<file path="src/rtl/ula_sequenciador.sv">
// rtl/ula_sequenciador.sv - fetch/decode/writeback sequencer driving an external 8-bit ALU
module ula_sequenciador #(
  parameter int              PC_W     = 8,
  parameter logic [PC_W-1:0] RESET_PC = '0
) (
  input  logic            clk,
  input  logic            reset,
  input  logic            start,
  output logic [PC_W-1:0] instr_addr,
  output logic            instr_rd_en,
  input  logic [15:0]     instr_data,
  output logic [7:0]      alu_temp1,
  output logic [7:0]      alu_temp2,
  output logic [4:0]      alu_seletor,
  input  logic [7:0]      alu_saida,
  input  logic            alu_carry,
  output logic            busy,
  output logic            halted,
  output logic            carry_flag,
  output logic            div_zero,
  input  logic [1:0]      dbg_sel,
  output logic [7:0]      dbg_data
);

  localparam logic [4:0] OP_LDI  = 5'b00001;
  localparam logic [4:0] OP_MOV  = 5'b00010;
  localparam logic [4:0] OP_ADD  = 5'b00100;
  localparam logic [4:0] OP_MUL  = 5'b00110;
  localparam logic [4:0] OP_DIV  = 5'b00111;
  localparam logic [4:0] OP_NOT  = 5'b01101;
  localparam logic [4:0] OP_HALT = 5'b11111;

  typedef enum logic [2:0] {
    S_IDLE,
    S_FETCH,
    S_WAIT,
    S_EXEC,
    S_WB,
    S_HALT
  } state_t;

  state_t          state, state_next;
  logic [PC_W-1:0] pc;
  logic [15:0]     ir;
  logic [7:0]      rf [4];

  logic [4:0] op;
  logic [1:0] rd, rs, rt;
  logic [7:0] imm8;
  logic       is_alu;
  logic       start_ok;

  assign op     = ir[15:11];
  assign rd     = ir[10:9];
  assign rs     = ir[8:7];
  assign rt     = ir[6:5];
  assign imm8   = ir[7:0];
  assign is_alu = (op >= OP_ADD) && (op <= OP_NOT);

  // start is only honoured from the quiet states; a pulse mid-program is dropped
  assign start_ok = start && ((state == S_IDLE) || (state == S_HALT));

  assign instr_addr = pc;
  assign dbg_data   = rf[dbg_sel];

  // state register
  always_ff @(posedge clk) begin
    if (reset) state <= S_IDLE;
    else       state <= state_next;
  end

  // next-state and status outputs
  always_comb begin
    state_next  = state;
    instr_rd_en = 1'b0;
    busy        = 1'b1;
    halted      = 1'b0;
    case (state)
      S_IDLE: begin
        busy = 1'b0;
        if (start_ok) state_next = S_FETCH;
      end
      S_FETCH: begin
        instr_rd_en = 1'b1;
        state_next  = S_WAIT;
      end
      S_WAIT: state_next = S_EXEC;
      S_EXEC: state_next = (op == OP_HALT) ? S_HALT : S_WB;
      S_WB:   state_next = S_FETCH;
      S_HALT: begin
        busy   = 1'b0;
        halted = 1'b1;
        if (start_ok) state_next = S_FETCH;
      end
      default: state_next = S_IDLE;
    endcase
  end

  // datapath: PC, IR, ALU operand registers, register file and flags
  always_ff @(posedge clk) begin
    if (reset) begin
      pc          <= RESET_PC;
      ir          <= 16'h0000;
      alu_temp1   <= 8'h00;
      alu_temp2   <= 8'h00;
      alu_seletor <= 5'b00000;
      carry_flag  <= 1'b0;
      div_zero    <= 1'b0;
      for (int i = 0; i < 4; i++) rf[i] <= 8'h00;
    end else begin
      case (state)
        S_IDLE, S_HALT: begin
          if (start_ok) begin
            pc         <= RESET_PC;
            carry_flag <= 1'b0;
            div_zero   <= 1'b0;
          end
        end
        S_WAIT: ir <= instr_data;
        S_EXEC: begin
          // operands are captured here so rd may alias rs/rt safely
          if (is_alu) begin
            alu_temp1   <= rf[rs];
            alu_temp2   <= rf[rt];
            alu_seletor <= op;
          end
        end
        S_WB: begin
          if (op == OP_LDI) begin
            rf[rd] <= imm8;
          end else if (op == OP_MOV) begin
            rf[rd] <= rf[rs];
          end else if (is_alu) begin
            if ((op == OP_DIV) && (alu_temp2 == 8'h00)) begin
              // divide by zero: saturate result, ignore whatever the ALU returns
              rf[rd]   <= 8'hFF;
              div_zero <= 1'b1;
            end else begin
              rf[rd] <= alu_saida;
            end
            if ((op == OP_ADD) || (op == OP_MUL)) carry_flag <= alu_carry;
          end
          pc <= pc + {{(PC_W-1){1'b0}}, 1'b1};
        end
        default: ;
      endcase
    end
  end

endmodule

</file>
<file path="config.mk">
export PLATFORM = sky130hd
export DESIGN_NAME = ula_sequenciador
export DESIGN_NICKNAME = d
export VERILOG_FILES = /design/src/rtl/ula_sequenciador.sv
export SDC_FILE = /design/constraint.sdc
export NUM_CORES = 1
export LEC_CHECK = 0
export BUFFER_PORTS_ARGS = -buffer_cell sky130_fd_sc_hd__buf_2
export CORE_UTILIZATION = 50
export CTS_BUF_LIST = sky130_fd_sc_hd__clkbuf_16
export DETAILED_ROUTE_END_ITERATION = 10
export GPL_TIMING_DRIVEN = 1
export PLACE_DENSITY_LB_ADDON = 0.15
export SYNTH_ARGS = -nofsm -noshare
export SYNTH_HDL_FRONTEND = slang
export SYNTH_SLANG_ARGS = --single-unit
</file>
<file path="constraint.sdc">
create_clock -name clk -period 3.15 [get_ports clk]
set_input_delay 0.63 -clock clk [delete_from_list [all_inputs] [get_ports clk]]
set_output_delay 0.63 -clock clk [all_outputs]
set_load 0.005 [all_outputs]
</file>
==> flow_metrics.py <==
metrics = {
    "setup_path": {
        "r2r-end": "rf[0][0]",
        "max_stage_delay_ns": 0.53,
        "worstPathMaxFanout": 16,
        "worstSetupPathType": "flip-flop to flip-flop",
        "worst_ep_required_time_ns": 3.15,
        "path_cells": "or3b_4 > nor3_4 > nand3_1 > nand2_1",
        "end_kind": "flip-flop",
        "reg2reg_from": "state[2]",
        "rr_worst_depth": 4,
        "rrSetupSlack_ns": 0.77,
        "crit_arrival_ns": 2.37,
        "cp-start-kind": "flip-flop",
        "slowest_stage": "or3b_4",
    },
    "global_routing": {
        "grt_pass1_vias": 3157,
        "antenna_found_initial": 0,
        "grt_usage_pct": 26.1,
        "grt-ovfl-total": 0,
        "grt_pass1_wl_um": 16400,
        "grt_max_degree": 42,
    },
    "floorplanning": {
        "fp.dieArea_mm2": 0.00850,
        "row_count": 32,
        "die_x_um": 92.2,
        "io_pins": 72,
        "core-area_mm2": 0.00781,
        "start_util_pct": 52.1,
        "dieHeight_um": 92.2,
    },
    "layout": {
        "stdcell_area_mm2": 0.00479,
        "antenna_cells": 0,
        "fin_util_pct": 61.4,
        "area_growth_pct": 17.8,
        "final_cell_mix": "nand2_1, buf_2, dfxtp_1",
        "fin_nets": 487,
        "drive_gt1_share_pct": 28.9,
        "layout_commonest_cell": "nand2_1",
    },
    "placed_design": {
        "globalplace.congestion": 0.849,
        "portBuffers": 71,
        "place_area_mm2": 0.00448,
        "dpl.hpwl_um": 7190,
    },
    "clock_tree": {
        "cts_tree": "done",
        "h-tree-depth": 3,
        "cts_resized": 0,
        "cts_buffers": 9,
        "cts_setup_buffers": 0,
        "clk_pin_slew_ns": 0.07,
        "clock_latency_ns": 0.34,
        "holdBufCountCts": 0,
        "cts_root_buf": "clkbuf_16",
        "cts_sinks": 84,
        "clockBufferDepth": 2,
    },
    "yosys": {
        "synthArstFlopShare_pct": 0,
        "ys_seq_elements": 84,
        "synth_edf_count": 32,
        "synth_area_leaders": "dfxtp_1, edfxtp_1, mux4_2",
        "netlist-cell-type-count": 47,
        "seq_area_frac_synth_pct": 49.2,
        "synth_warnings": 0,
        "synth_nets": 426,
        "syn_inst": 395,
        "yosysTopAreaCell": "dfxtp_1",
        "syn_area_per_cell_um2": 10.3,
        "synth_flop_cell": "dfxtp_1",
        "netlist_area_mm2": 0.00407,
        "synth_top_area_share_pct": 25.6,
    },
    "sta": {
        "slew_viol_final": 0,
        "fin_crit_ns": 2.38,
        "setup_viol": 0,
        "finalHoldViolations": 0,
        "max_clock_freq_mhz": 420,
        "slew_headroom_pct": 52.3,
        "grt_setup_unrepaired": "no",
        "worst_pin_slew_ns": 0.710,
        "skew_ns": 0.00602,
        "finalSetupTns_ns": 0,
        "min_period_over_period_pct": 75.5,
    },
    "outcome": {
        "outcome": "finished, final reports clean",
    },
    "routing": {
        "detail-route-antenna-nets": 0,
        "viasPerCell": 5.89,
        "post_drt_wl_per_cell_um": 18.3,
        "vias": 3317,
        "dr.pass1.iters": 5,
        "route.detailed.drc": 0,
        "routed_wl_um": 10300,
        "drtIter0Drc": 211,
    },
    "min_path": {
        "min_to": "alu_temp1[1]",
        "worstHoldStart": "alu_temp1[1]",
        "hp-class": "flip-flop to flip-flop",
        "holdPathStages": 2,
    },
    "pwr": {
        "peakVddDrop_v": 0.000320,
        "powerDensity_mw_per_mm2": 517,
        "leakage_nw": 1.71,
    },
    "job": {
        "drv_cap": 0,
    },
}
-- how the worst max path moves through the flow --
stage,startpoint,end,slack [ns]
2_1_floorplan,dbg_sel[0],dbg_data[0],0.90
3_3_place_gp,reset,rf[0][7],0.74
3_5_place_dp,reset,rf[0][7],0.69
4_1_cts,state[2],rf[0][0],0.79
5_1_grt,state[2],rf[2][2],0.68
6_report,state[2],rf[0][0],0.77
-- layer usage --
metal,GRT usage [%],up-vias,wire [um]
li1,-,1594,-
met2,39.8,122,4820
met3,4.81,19,601
met4,12.0,0,228
met5,0,-,0
met1,36.1,1582,4660
-- metrics by stage --
| step | cells | total power [mW] | setup WS, ns | hold slack [ns] |
|---|---|---|---|---|
| 4_1_cts | 563 | 2.48 | 0.787 | 0.455 |
| 3_3_place_gp | 547 | 1.42 | 0.742 | 0.440 |
| 2_1_floorplan | 395 | 1.35 | 0.903 | 0.436 |
| 5_1_grt | 563 | 2.56 | 0.677 | 0.467 |
| 6_report | 563 | 2.48 | 0.771 | 0.451 |
| 3_5_place_dp | 547 | 1.42 | 0.692 | 0.446 |
-- layout make-up --
type | instances | area [um2]
Fill cell | 704 | 3020
Sequential cell | 84 | 2000
Multi-Input combinational cell | 282 | 1940
Timing Repair Buffer | 77 | 400
Clock buffer | 11 | 275
Tap cell | 102 | 128
Clock inverter | 5 | 41.3
Inverter | 2 | 7.51
-- where the power goes --
part | leakage, nW | internal [mW] | total, mW | switching, mW
clock network | 0.148 | 0.634 | 1.08 | 0.442
registers | 0.751 | 1.16 | 1.20 | 0.0443
logic | 0.813 | 0.0894 | 0.201 | 0.112
total | 1.71 | 1.88 | 2.48 | 0.598
-- flip-flops by register name (all words and copies together) (netlist names), named ones only --
register / cells
alu_temp2: 8
rf: 32
state: 3
carry_flag: 1
instr_addr: 8
alu_temp1: 8
ir: 16
alu_seletor: 5
div_zero: 1
-- kinds of logic after synthesis --
group / Yosys count / share of synthesized area, %
simple gates: 186 / 23.6
fa+ha+maj: 1 / 0.307
mux: 24 / 13.3
buf+inv: 29 / 3.17
xor+xnor: 1 / 0.215
compound gates: 70 / 10.2
flops: 84 / 49.2
-- cell usage after synthesis (2+ instances only) --
master and number:
nor2_1 14, nand4_1 6, dfxtp_1 52, a21oi_1 43, inv_1 2, mux4_2 24
or3_1 8, nor3b_1 2, nor3_2 9, edfxtp_1 32, clkbuf_1 19, buf_1 3
nand2_1 83, o31ai_1 2, and3_1 7, o22ai_1 8, nor3_1 37, nand2b_1 3
buf_4 3, o21ai_0 5, nand3_1 5, a31oi_1 3
-- worst max-delay path: cells and delay by family (launching register included) --
| family | cells | cell delay, ns |
|---|---|---|
| simple gates | 4 | 1.55 |
| flops | 1 | 0.48 |
Power figures use the tool's default switching activity.
